File: config.mk
export PLATFORM = sky130hd
export DESIGN_NAME = csr_hpm_counters_flat
export DESIGN_NICKNAME = d
export VERILOG_FILES = /design/src/rtl/csr_hpm_counters_pkg.sv /design/src/rtl/csr_hpm_counters_if.sv /design/src/rtl/csr_hpm_counters_hpm_counter.sv /design/src/rtl/csr_hpm_counters.sv /design/src/flat_wrapper.sv
export SDC_FILE = /design/constraint.sdc
export NUM_CORES = 1
export LEC_CHECK = 0
export CAP_MARGIN = 25
export CORE_ASPECT_RATIO = 1.25
export CORE_MARGIN = 2
export CORE_UTILIZATION = 25
export CTS_CLUSTER_SIZE = 28
export DETAILED_ROUTE_END_ITERATION = 12
export MAX_ROUTING_LAYER = met4
export SETUP_SLACK_MARGIN = 0.2
export SLEW_MARGIN = 5
export SYNTH_ARGS = -nofsm -noshare
export SYNTH_HDL_FRONTEND = slang
export SYNTH_SLANG_ARGS = --single-unit
File: constraint.sdc
create_clock -name clk -period 4.7 [get_ports clk]
set_input_delay 0.705 -clock clk [delete_from_list [all_inputs] [get_ports clk]]
set_output_delay 0.705 -clock clk [all_outputs]
set_load 0.005 [all_outputs]
File: src/rtl/csr_hpm_counters_pkg.sv
// Shared definitions for the counter CSR bank: addresses, mhpmevent field
// positions, privilege encoding and the implemented-counter mask.
package csr_hpm_counters_pkg;

  typedef enum logic [1:0] {
    PRIV_U = 2'b00,
    PRIV_S = 2'b01,
    PRIV_M = 2'b11
  } priv_e;

  localparam logic [11:0] CSR_MCYCLE_ADDR        = 12'hB00;
  localparam logic [11:0] CSR_MCYCLEH_ADDR       = 12'hB80;
  localparam logic [11:0] CSR_CYCLE_ADDR         = 12'hC00;
  localparam logic [11:0] CSR_CYCLEH_ADDR        = 12'hC80;
  localparam logic [11:0] CSR_MCOUNTINHIBIT_ADDR = 12'h320;
  localparam logic [11:0] CSR_MHPMEVENT3_ADDR    = 12'h323;
  localparam logic [11:0] CSR_M_COUNTEREN_ADDR   = 12'h306;
  localparam logic [11:0] CSR_S_COUNTEREN_ADDR   = 12'h106;

  localparam logic [31:0] CSR_COUNTEREN_DEFAULT = 32'hFFFF_FFFF;

  localparam int MHPMEVENT_OF_BIT = 31;
  localparam int MHPMEVENT_IE_BIT = 30;

  // Bits 0 (cycle), 2 (instret) and 3..3+num_hpm-1; bit 1 (time) never exists here.
  function automatic logic [31:0] counteren_mask(input int num_hpm);
    logic [31:0] m;
    m = 32'h0000_0005;
    for (int i = 3; i < 32; i++) begin
      if (i < 3 + num_hpm) m[i] = 1'b1;
    end
    return m;
  endfunction

endpackage

File: src/rtl/csr_hpm_counters_if.sv
// CSR access bus between the main CSR file (master) and the counter bank (slave).
interface csr_hpm_counters_if;
  logic [11:0] csr_addr_i;
  logic        csr_re_i;
  logic        csr_we_i;
  logic [31:0] csr_wdata_i;
  logic        csr_hit_o;
  logic        csr_illegal_o;
  logic [31:0] csr_rdata_o;

  modport master (
    output csr_addr_i, csr_re_i, csr_we_i, csr_wdata_i,
    input  csr_hit_o, csr_illegal_o, csr_rdata_o
  );

  modport slave (
    input  csr_addr_i, csr_re_i, csr_we_i, csr_wdata_i,
    output csr_hit_o, csr_illegal_o, csr_rdata_o
  );
endinterface

File: src/rtl/csr_hpm_counters_hpm_counter.sv
// One counter slice: CSR half-writes win over the increment; wrap flags an
// all-ones to zero roll-over that actually happens this cycle.
module csr_hpm_counters_hpm_counter #(
  parameter int CNT_WIDTH = 64
) (
  input  logic                 clk,
  input  logic                 rst_n,
  input  logic                 inhibit,
  input  logic                 inc,
  input  logic                 we_lo,
  input  logic                 we_hi,
  input  logic [31:0]          wdata,
  output logic [CNT_WIDTH-1:0] cnt,
  output logic                 wrap
);

  logic step;
  logic unused_wdata;

  assign step         = inc && !inhibit && !we_lo && !we_hi;
  assign wrap         = step && (&cnt);
  assign unused_wdata = ^wdata;

  always_ff @(posedge clk or negedge rst_n) begin
    if (!rst_n)     cnt <= '0;
    else if (we_lo) cnt[31:0] <= wdata;
    else if (we_hi) cnt[CNT_WIDTH-1:32] <= wdata[CNT_WIDTH-33:0];
    else if (step)  cnt <= cnt + CNT_WIDTH'(1);
  end

endmodule

File: src/rtl/csr_hpm_counters.sv
// Counter CSR bank: mcycle, minstret and NUM_HPM event counters with inhibit,
// event select, sticky overflow + interrupt, and privilege-gated shadows.
module csr_hpm_counters
  import csr_hpm_counters_pkg::*;
#(
  parameter int NUM_HPM    = 4,
  parameter int CNT_WIDTH  = 64,
  parameter int NUM_EVENTS = 8
) (
  input  logic                  clk,
  input  logic                  rst_n,
  input  priv_e                 priv_i,
  input  logic                  retire_i,
  input  logic [NUM_EVENTS-1:0] event_i,
  csr_hpm_counters_if.slave     csr,
  output logic                  ovf_irq_o
);

  localparam int          SEL_W    = $clog2(NUM_EVENTS + 1);
  localparam logic [31:0] CNT_MASK = counteren_mask(NUM_HPM);
  localparam logic [31:0] EN_RST   = CSR_COUNTEREN_DEFAULT & CNT_MASK;

  logic [31:0][63:0] cnt_tab;
  logic [31:0][31:0] evt_tab;
  logic [31:0]       ovf_vec;
  logic [31:0]       minh_q, men_q, sen_q;

  logic [11:0] addr;
  logic [4:0]  idx;
  logic        hit, bad, is_m, sh_ok, wr_ok;
  logic [31:0] rd;

  assign addr = csr.csr_addr_i;
  assign idx  = addr[4:0];

  // Decode and legality; everything is combinational so the read returns in the strobe cycle.
  always_comb begin
    hit   = 1'b0;
    bad   = 1'b0;
    rd    = '0;
    is_m  = (priv_i == PRIV_M);
    sh_ok = is_m
         || (priv_i == PRIV_S && men_q[idx])
         || (priv_i == PRIV_U && men_q[idx] && sen_q[idx]);
    if (addr[11:5] == CSR_MCYCLE_ADDR[11:5]) begin
      hit = 1'b1;
      bad = !is_m || !CNT_MASK[idx];
      rd  = cnt_tab[idx][31:0];
    end else if (addr[11:5] == CSR_MCYCLEH_ADDR[11:5]) begin
      hit = 1'b1;
      bad = !is_m || !CNT_MASK[idx];
      rd  = cnt_tab[idx][63:32];
    end else if (addr[11:5] == CSR_CYCLE_ADDR[11:5]) begin
      hit = 1'b1;
      bad = csr.csr_we_i || !CNT_MASK[idx] || !sh_ok;
      rd  = cnt_tab[idx][31:0];
    end else if (addr[11:5] == CSR_CYCLEH_ADDR[11:5]) begin
      hit = 1'b1;
      bad = csr.csr_we_i || !CNT_MASK[idx] || !sh_ok;
      rd  = cnt_tab[idx][63:32];
    end else if (addr == CSR_MCOUNTINHIBIT_ADDR) begin
      hit = 1'b1;
      bad = !is_m;
      rd  = minh_q;
    end else if (addr[11:5] == CSR_MCOUNTINHIBIT_ADDR[11:5] && idx >= 5'd3) begin
      hit = 1'b1;
      bad = !is_m || !CNT_MASK[idx];
      rd  = evt_tab[idx];
    end else if (addr == CSR_M_COUNTEREN_ADDR) begin
      hit = 1'b1;
      bad = !is_m;
      rd  = men_q;
    end else if (addr == CSR_S_COUNTEREN_ADDR) begin
      hit = 1'b1;
      bad = (priv_i == PRIV_U);
      rd  = sen_q;
    end
  end

  assign csr.csr_hit_o     = hit;
  assign csr.csr_illegal_o = bad && (csr.csr_re_i || csr.csr_we_i);
  assign csr.csr_rdata_o   = (csr.csr_re_i && hit && !bad) ? rd : '0;
  assign wr_ok             = csr.csr_we_i && hit && !bad;

  always_ff @(posedge clk or negedge rst_n) begin
    if (!rst_n) begin
      minh_q    <= '0;
      men_q     <= EN_RST;
      sen_q     <= EN_RST;
      ovf_irq_o <= 1'b0;
    end else begin
      if (wr_ok && addr == CSR_MCOUNTINHIBIT_ADDR) minh_q <= csr.csr_wdata_i & CNT_MASK;
      if (wr_ok && addr == CSR_M_COUNTEREN_ADDR)   men_q  <= csr.csr_wdata_i & CNT_MASK;
      if (wr_ok && addr == CSR_S_COUNTEREN_ADDR)   sen_q  <= csr.csr_wdata_i & CNT_MASK;
      ovf_irq_o <= |ovf_vec;
    end
  end

  for (genvar i = 0; i < 32; i++) begin : g_cnt
    if (CNT_MASK[i]) begin : g_impl
      logic                 src, wr_lo, wr_hi, wrap;
      logic [CNT_WIDTH-1:0] cnt;

      assign wr_lo      = wr_ok && (addr == 12'(CSR_MCYCLE_ADDR + i));
      assign wr_hi      = wr_ok && (addr == 12'(CSR_MCYCLEH_ADDR + i));
      assign cnt_tab[i] = 64'(cnt);

      if (i >= 3) begin : g_evt
        logic             of_q, ie_q, wr_evt;
        logic [SEL_W-1:0] sel_q;

        assign wr_evt = wr_ok && (addr == 12'(CSR_MHPMEVENT3_ADDR + i - 3));

        // A hardware wrap in the same cycle as a CSR write to OF takes priority.
        always_ff @(posedge clk or negedge rst_n) begin
          if (!rst_n) begin
            of_q  <= 1'b0;
            ie_q  <= 1'b0;
            sel_q <= '0;
          end else begin
            if (wr_evt) begin
              of_q  <= csr.csr_wdata_i[MHPMEVENT_OF_BIT];
              ie_q  <= csr.csr_wdata_i[MHPMEVENT_IE_BIT];
              sel_q <= csr.csr_wdata_i[SEL_W-1:0];
            end
            if (wrap) of_q <= 1'b1;
          end
        end

        always_comb begin
          src = 1'b0;
          for (int k = 1; k <= NUM_EVENTS; k++) begin
            if (int'(sel_q) == k) src = event_i[k-1];
          end
        end

        assign evt_tab[i] = {of_q, ie_q, {(30-SEL_W){1'b0}}, sel_q};
        assign ovf_vec[i] = of_q & ie_q;
      end else begin : g_fix
        logic unused_wrap;
        assign unused_wrap = wrap;
        assign src         = (i == 0) ? 1'b1 : retire_i;
        assign evt_tab[i]  = '0;
        assign ovf_vec[i]  = 1'b0;
      end

      csr_hpm_counters_hpm_counter #(.CNT_WIDTH(CNT_WIDTH)) u_cnt (
        .clk     (clk),
        .rst_n   (rst_n),
        .inhibit (minh_q[i]),
        .inc     (src),
        .we_lo   (wr_lo),
        .we_hi   (wr_hi),
        .wdata   (csr.csr_wdata_i),
        .cnt     (cnt),
        .wrap    (wrap)
      );
    end else begin : g_none
      assign cnt_tab[i] = '0;
      assign evt_tab[i] = '0;
      assign ovf_vec[i] = 1'b0;
    end
  end

endmodule
File: src/flat_wrapper.sv
// flat-port wrapper written by rule: the top's interface ports become plain ports
module csr_hpm_counters_flat import csr_hpm_counters_pkg::*;
#(
  parameter int NUM_HPM    = 4,
  parameter int CNT_WIDTH  = 64,
  parameter int NUM_EVENTS = 8
)
  (clk, rst_n, priv_i, retire_i, event_i, ovf_irq_o, csr_csr_addr_i, csr_csr_re_i, csr_csr_we_i, csr_csr_wdata_i, csr_csr_hit_o, csr_csr_illegal_o, csr_csr_rdata_o);
  csr_hpm_counters_if csr_i ();
  input  logic clk;
  input  logic rst_n;
  input  priv_e priv_i;
  input  logic retire_i;
  input  logic [NUM_EVENTS-1:0] event_i;
  output logic ovf_irq_o;
  input wire logic [$bits(csr_i.csr_addr_i)-1:0] csr_csr_addr_i;
  input wire logic [$bits(csr_i.csr_re_i)-1:0] csr_csr_re_i;
  input wire logic [$bits(csr_i.csr_we_i)-1:0] csr_csr_we_i;
  input wire logic [$bits(csr_i.csr_wdata_i)-1:0] csr_csr_wdata_i;
  output wire logic [$bits(csr_i.csr_hit_o)-1:0] csr_csr_hit_o;
  output wire logic [$bits(csr_i.csr_illegal_o)-1:0] csr_csr_illegal_o;
  output wire logic [$bits(csr_i.csr_rdata_o)-1:0] csr_csr_rdata_o;
  assign csr_i.csr_addr_i = csr_csr_addr_i;
  assign csr_i.csr_re_i = csr_csr_re_i;
  assign csr_i.csr_we_i = csr_csr_we_i;
  assign csr_i.csr_wdata_i = csr_csr_wdata_i;
  assign csr_csr_hit_o = csr_i.csr_hit_o;
  assign csr_csr_illegal_o = csr_i.csr_illegal_o;
  assign csr_csr_rdata_o = csr_i.csr_rdata_o;
  csr_hpm_counters #(.NUM_HPM(NUM_HPM), .CNT_WIDTH(CNT_WIDTH), .NUM_EVENTS(NUM_EVENTS)) u_core (.clk(clk), .rst_n(rst_n), .priv_i(priv_i), .retire_i(retire_i), .event_i(event_i), .csr(csr_i), .ovf_irq_o(ovf_irq_o));
endmodule
==> impl_metrics.yaml <==
worst_setup_path:
  end_kind: "output pin"
  worstPathCellList: "clkdlybuf4s50_1 > or3b_2 > a2111o_1 > o21a_2 > nor2_2 > nand3_1 > buf_12 > a31oi_1 > clkdlybuf4s50_1"
  crit_type: "input port to output pin"
  cp_slowest_cell: "clkdlybuf4s50_1"
  critPathTopFamily: "buffers and inverters"
  arrival_ps: 3750
  required_ps: 3990
  startpoint_type: "input port"
  path_buf_inv: 3
  cp_max_fo: 32
  crit_top_cell: "clkdlybuf4s50_1"
  cpPeakStageDelay_ps: 580
synth:
  synth_top_area_share_pct: 34.23
  synth_xor_area_share_pct: 2.223
  yosys-top-cells-area: "dfrtp_1 (34%), a21oi_1 (7.6%), nand2_1 (4.8%), nor2_1 (4.5%), o21ai_0 (4.0%)"
  synth_edf_count: 0
  syn_area_per_cell_um2: 7.841
  yosys.area_share.simple_pct: 25.01
  synthMuxAreaShare_pct: 5.778
  synth_most_common_cell: "a21oi_1"
  synth_commonest_cells: "a21oi_1 (460), dfrtp_1 (415), nand2_1 (389)"
  synth_compound_area_share_pct: 26.58
  synth_nets: 3934
  dominantRegCellSynth: "dfrtp_1"
  ys_seq_area_share_pct: 35.27
  synth_cell_types: 93
  synth-seq-cells: 427
  synthesis.area_um2: 30340
  synth_async_sr_flop_share_pct: 100.0
  post-synth-top-area-cell: "dfrtp_1"
  synth_top_family_by_area: "compound AO/OA/AOI/OAI gates"
  synthAdderAreaFrac_pct: 0.2475
  yosysWarnings: 0
  synthCells: 3869
route:
  drtIter0Drc: 4606
  vias: 33870
  avgViaCountPerCell: 6.127
  wl_per_cell_um: 29.85
  dr.pass1.iters: 8
  drc_errors: 0
  routed_wl_um: 165000
  antenna_left: 0
clock_tree:
  cts.sinks: 427
  h-tree-depth: 2
  cts_root_buf: "clkbuf_16"
  clockBufferDepth: 3
  cts_tree: "done"
  cts_made_buffers: 48
  insertion_delay_ps: 660
  clk_pin_slew_ps: 60
floorplanning:
  dieHeight_um: 393.5
  core_um2: 120100
  initial_core_util_pct: 25.26
  die_w_um: 315.6
  die_area_um2: 124200
  row_count: 142
  io_pins: 94
sta:
  rsz0062_at_grt: "false"
  finalCriticalPeriod_ps: 4458
  max_slew_margin_pct: 23.31
  fmax_ghz: 0.2243
  setup_violations: 0
  hold_viol: 0
  clock_skew_ps: 61.78
  finalCritPeriodShare_pct: 94.85
  tightest_slew_ps: 1141
  drv_slew: 0
run_status:
  status: "finished, final reports clean"
place:
  gp_congestion: 1.072
  numPortBuffers: 93
  place_area_um2: 34000
  dp_cells: 5433
  hpwl_um: 118100
power:
  power_per_cell_area_nw_per_um2: 259.9
  p_leak_nw: 13.41
  peakVddDrop_uv: 281.7
job:
  cap_violations: 0
global_route:
  grt_pass1_wl_um: 233200
  grt_pass1_vias: 31280
  grt_usage_pct: 26.36
  grt_max_degree: 103
  antenna_found_initial: 8
  grt_overflow: 0
final_layout:
  instances_no_fill: 5528
  final_area_um2: 35780
  nets: 3965
  final_layout_size_suffix_gt1_share_pct: 12.05
  area_delta_synth_final_pct: 17.93
hold_path:
  hold_class: "input port to async pin"
cell usage in the layout, fill, tap and decap left out, types with 12 or more instances in the layout:
cell type	count
a311oi_1	28
clkbuf_16	49
o311ai_0	68
dfrtp_1	415
mux2_2	49
a31o_2	12
o22ai_1	88
o211ai_1	25
or2_2	17
nor4_1	60
buf_12	28
a21o_1	18
or3_1	38
a221o_1	23
and3_1	79
nand4_1	114
and2_1	28
inv_1	61
nor3_1	85
nor3_2	18
a21oi_1	458
and4_1	27
a31oi_1	84
xor2_1	15
o31ai_1	23
nor2_1	363
or4_1	15
nand2_1	385
buf_2	19
a211oi_1	17
nand3_1	198
buf_4	176
clkdlybuf4s50_1	69
dfstp_2	12
xnor2_1	62
o21ai_0	240
nand2b_1	14
nor3b_1	19
a22oi_1	75
mux2i_1	111
cell families after synthesis:
kind of cell	count (synthesis)
compound gates	1290
fa+ha+maj	6
buf+inv	376
flops	427
simple gates	1529
xor+xnor	77
mux	164
through the flow:
| step | util (%) | hold WS [ps] | setup slack (ps) | power [mW] | setup TNS [ps] |
|---|---|---|---|---|---|
| floorplan | - | 409.4 | 1075 | 4.452 | 0 |
| global placement | 28.30 | 496.7 | -111.6 | 5.107 | -111.6 |
| detailed placement | 28.31 | 495.2 | -124.0 | 5.114 | -124.0 |
| CTS | 29.72 | 122.3 | 213.9 | 9.298 | 0 |
| global route | 29.78 | 158.6 | 209.8 | 9.528 | 0 |
| finish | 29.79 | 85.01 | 241.9 | 9.299 | 0 |
state kept, by name, summed over array words and instances (netlist names):
| register | count |
|---|---|
| u_core.g_cnt.g_impl.u_cnt.cnt | 384 |
| u_core.g_cnt.g_impl.g_evt.sel_q | 16 |
| u_core.men_q | 6 |
| u_core.minh_q | 6 |
| u_core.sen_q | 6 |
| u_core.g_cnt.g_impl.g_evt.ie_q | 4 |
| u_core.g_cnt.g_impl.g_evt.of_q | 4 |
| u_core.ovf_irq_o | 1 |
what timing repair did:
action	4_1_cts	5_1_grt
hold buffers	0	0
pin swaps	0	0
endpoints found under the setup margin	10	16
resized for setup	4	9
gates cloned	0	0
buffers inserted	0	0
worst register-to-register path: cells and delay by family (launching register included):
family	cells	cell delay, ps
flip-flops	1	490
AND/OR/NAND/NOR	7	3280
final timing paths:
kind                                                 startpoint                                   end  slack [ps]  cells past startpoint
setup / recovery                             csr_csr_addr_i[11]                    csr_csr_rdata_o[2]         240                      9
hold / removal                                            rst_n   u_core.g_cnt[0].g_impl.u_cnt.cnt[9]          90                      1
setup reg to reg            u_core.g_cnt[6].g_impl.u_cnt.cnt[6]  u_core.g_cnt[6].g_impl.u_cnt.cnt[36]         780                      7
hold reg to reg            u_core.g_cnt[3].g_impl.u_cnt.cnt[30]  u_core.g_cnt[3].g_impl.u_cnt.cnt[30]         520                      1
max in group asynchronous                                 rst_n  u_core.g_cnt[6].g_impl.u_cnt.cnt[48]        3440                      2
min in group clk           u_core.g_cnt[3].g_impl.u_cnt.cnt[30]  u_core.g_cnt[3].g_impl.u_cnt.cnt[30]         520                      1
layer usage:
layer | global-route usage [%] | wire length, um
met2 | 39.73 | 73320
met4 | 19.23 | 14600
met1 | 31.73 | 63760
met5 | - | 0
met3 | 4.203 | 13350
where the power goes:
| group | internal (mW) | total [mW] | switching, mW | leakage, nW |
|---|---|---|---|---|
| combinational | 0.303 | 1.02 | 0.719 | 7.12 |
| sequential | 3.80 | 4.08 | 0.278 | 5.47 |
| clock | 2.42 | 4.19 | 1.78 | 0.824 |
layout make-up:
| class | count | area, um2 |
|---|---|---|
| tap | 1584 | 1982 |
| timing repair buffer | 296 | 2720 |
| inverter | 61 | 229.0 |
| sequential | 427 | 10700 |
| clock buffer | 62 | 1355 |
| fill | 12940 | 84330 |
| clock inverter | 23 | 316.6 |
| multi-input combinational | 3066 | 18450 |
| antenna | 9 | 22.52 |
Note: power is estimated with default switching activity, not from simulation.
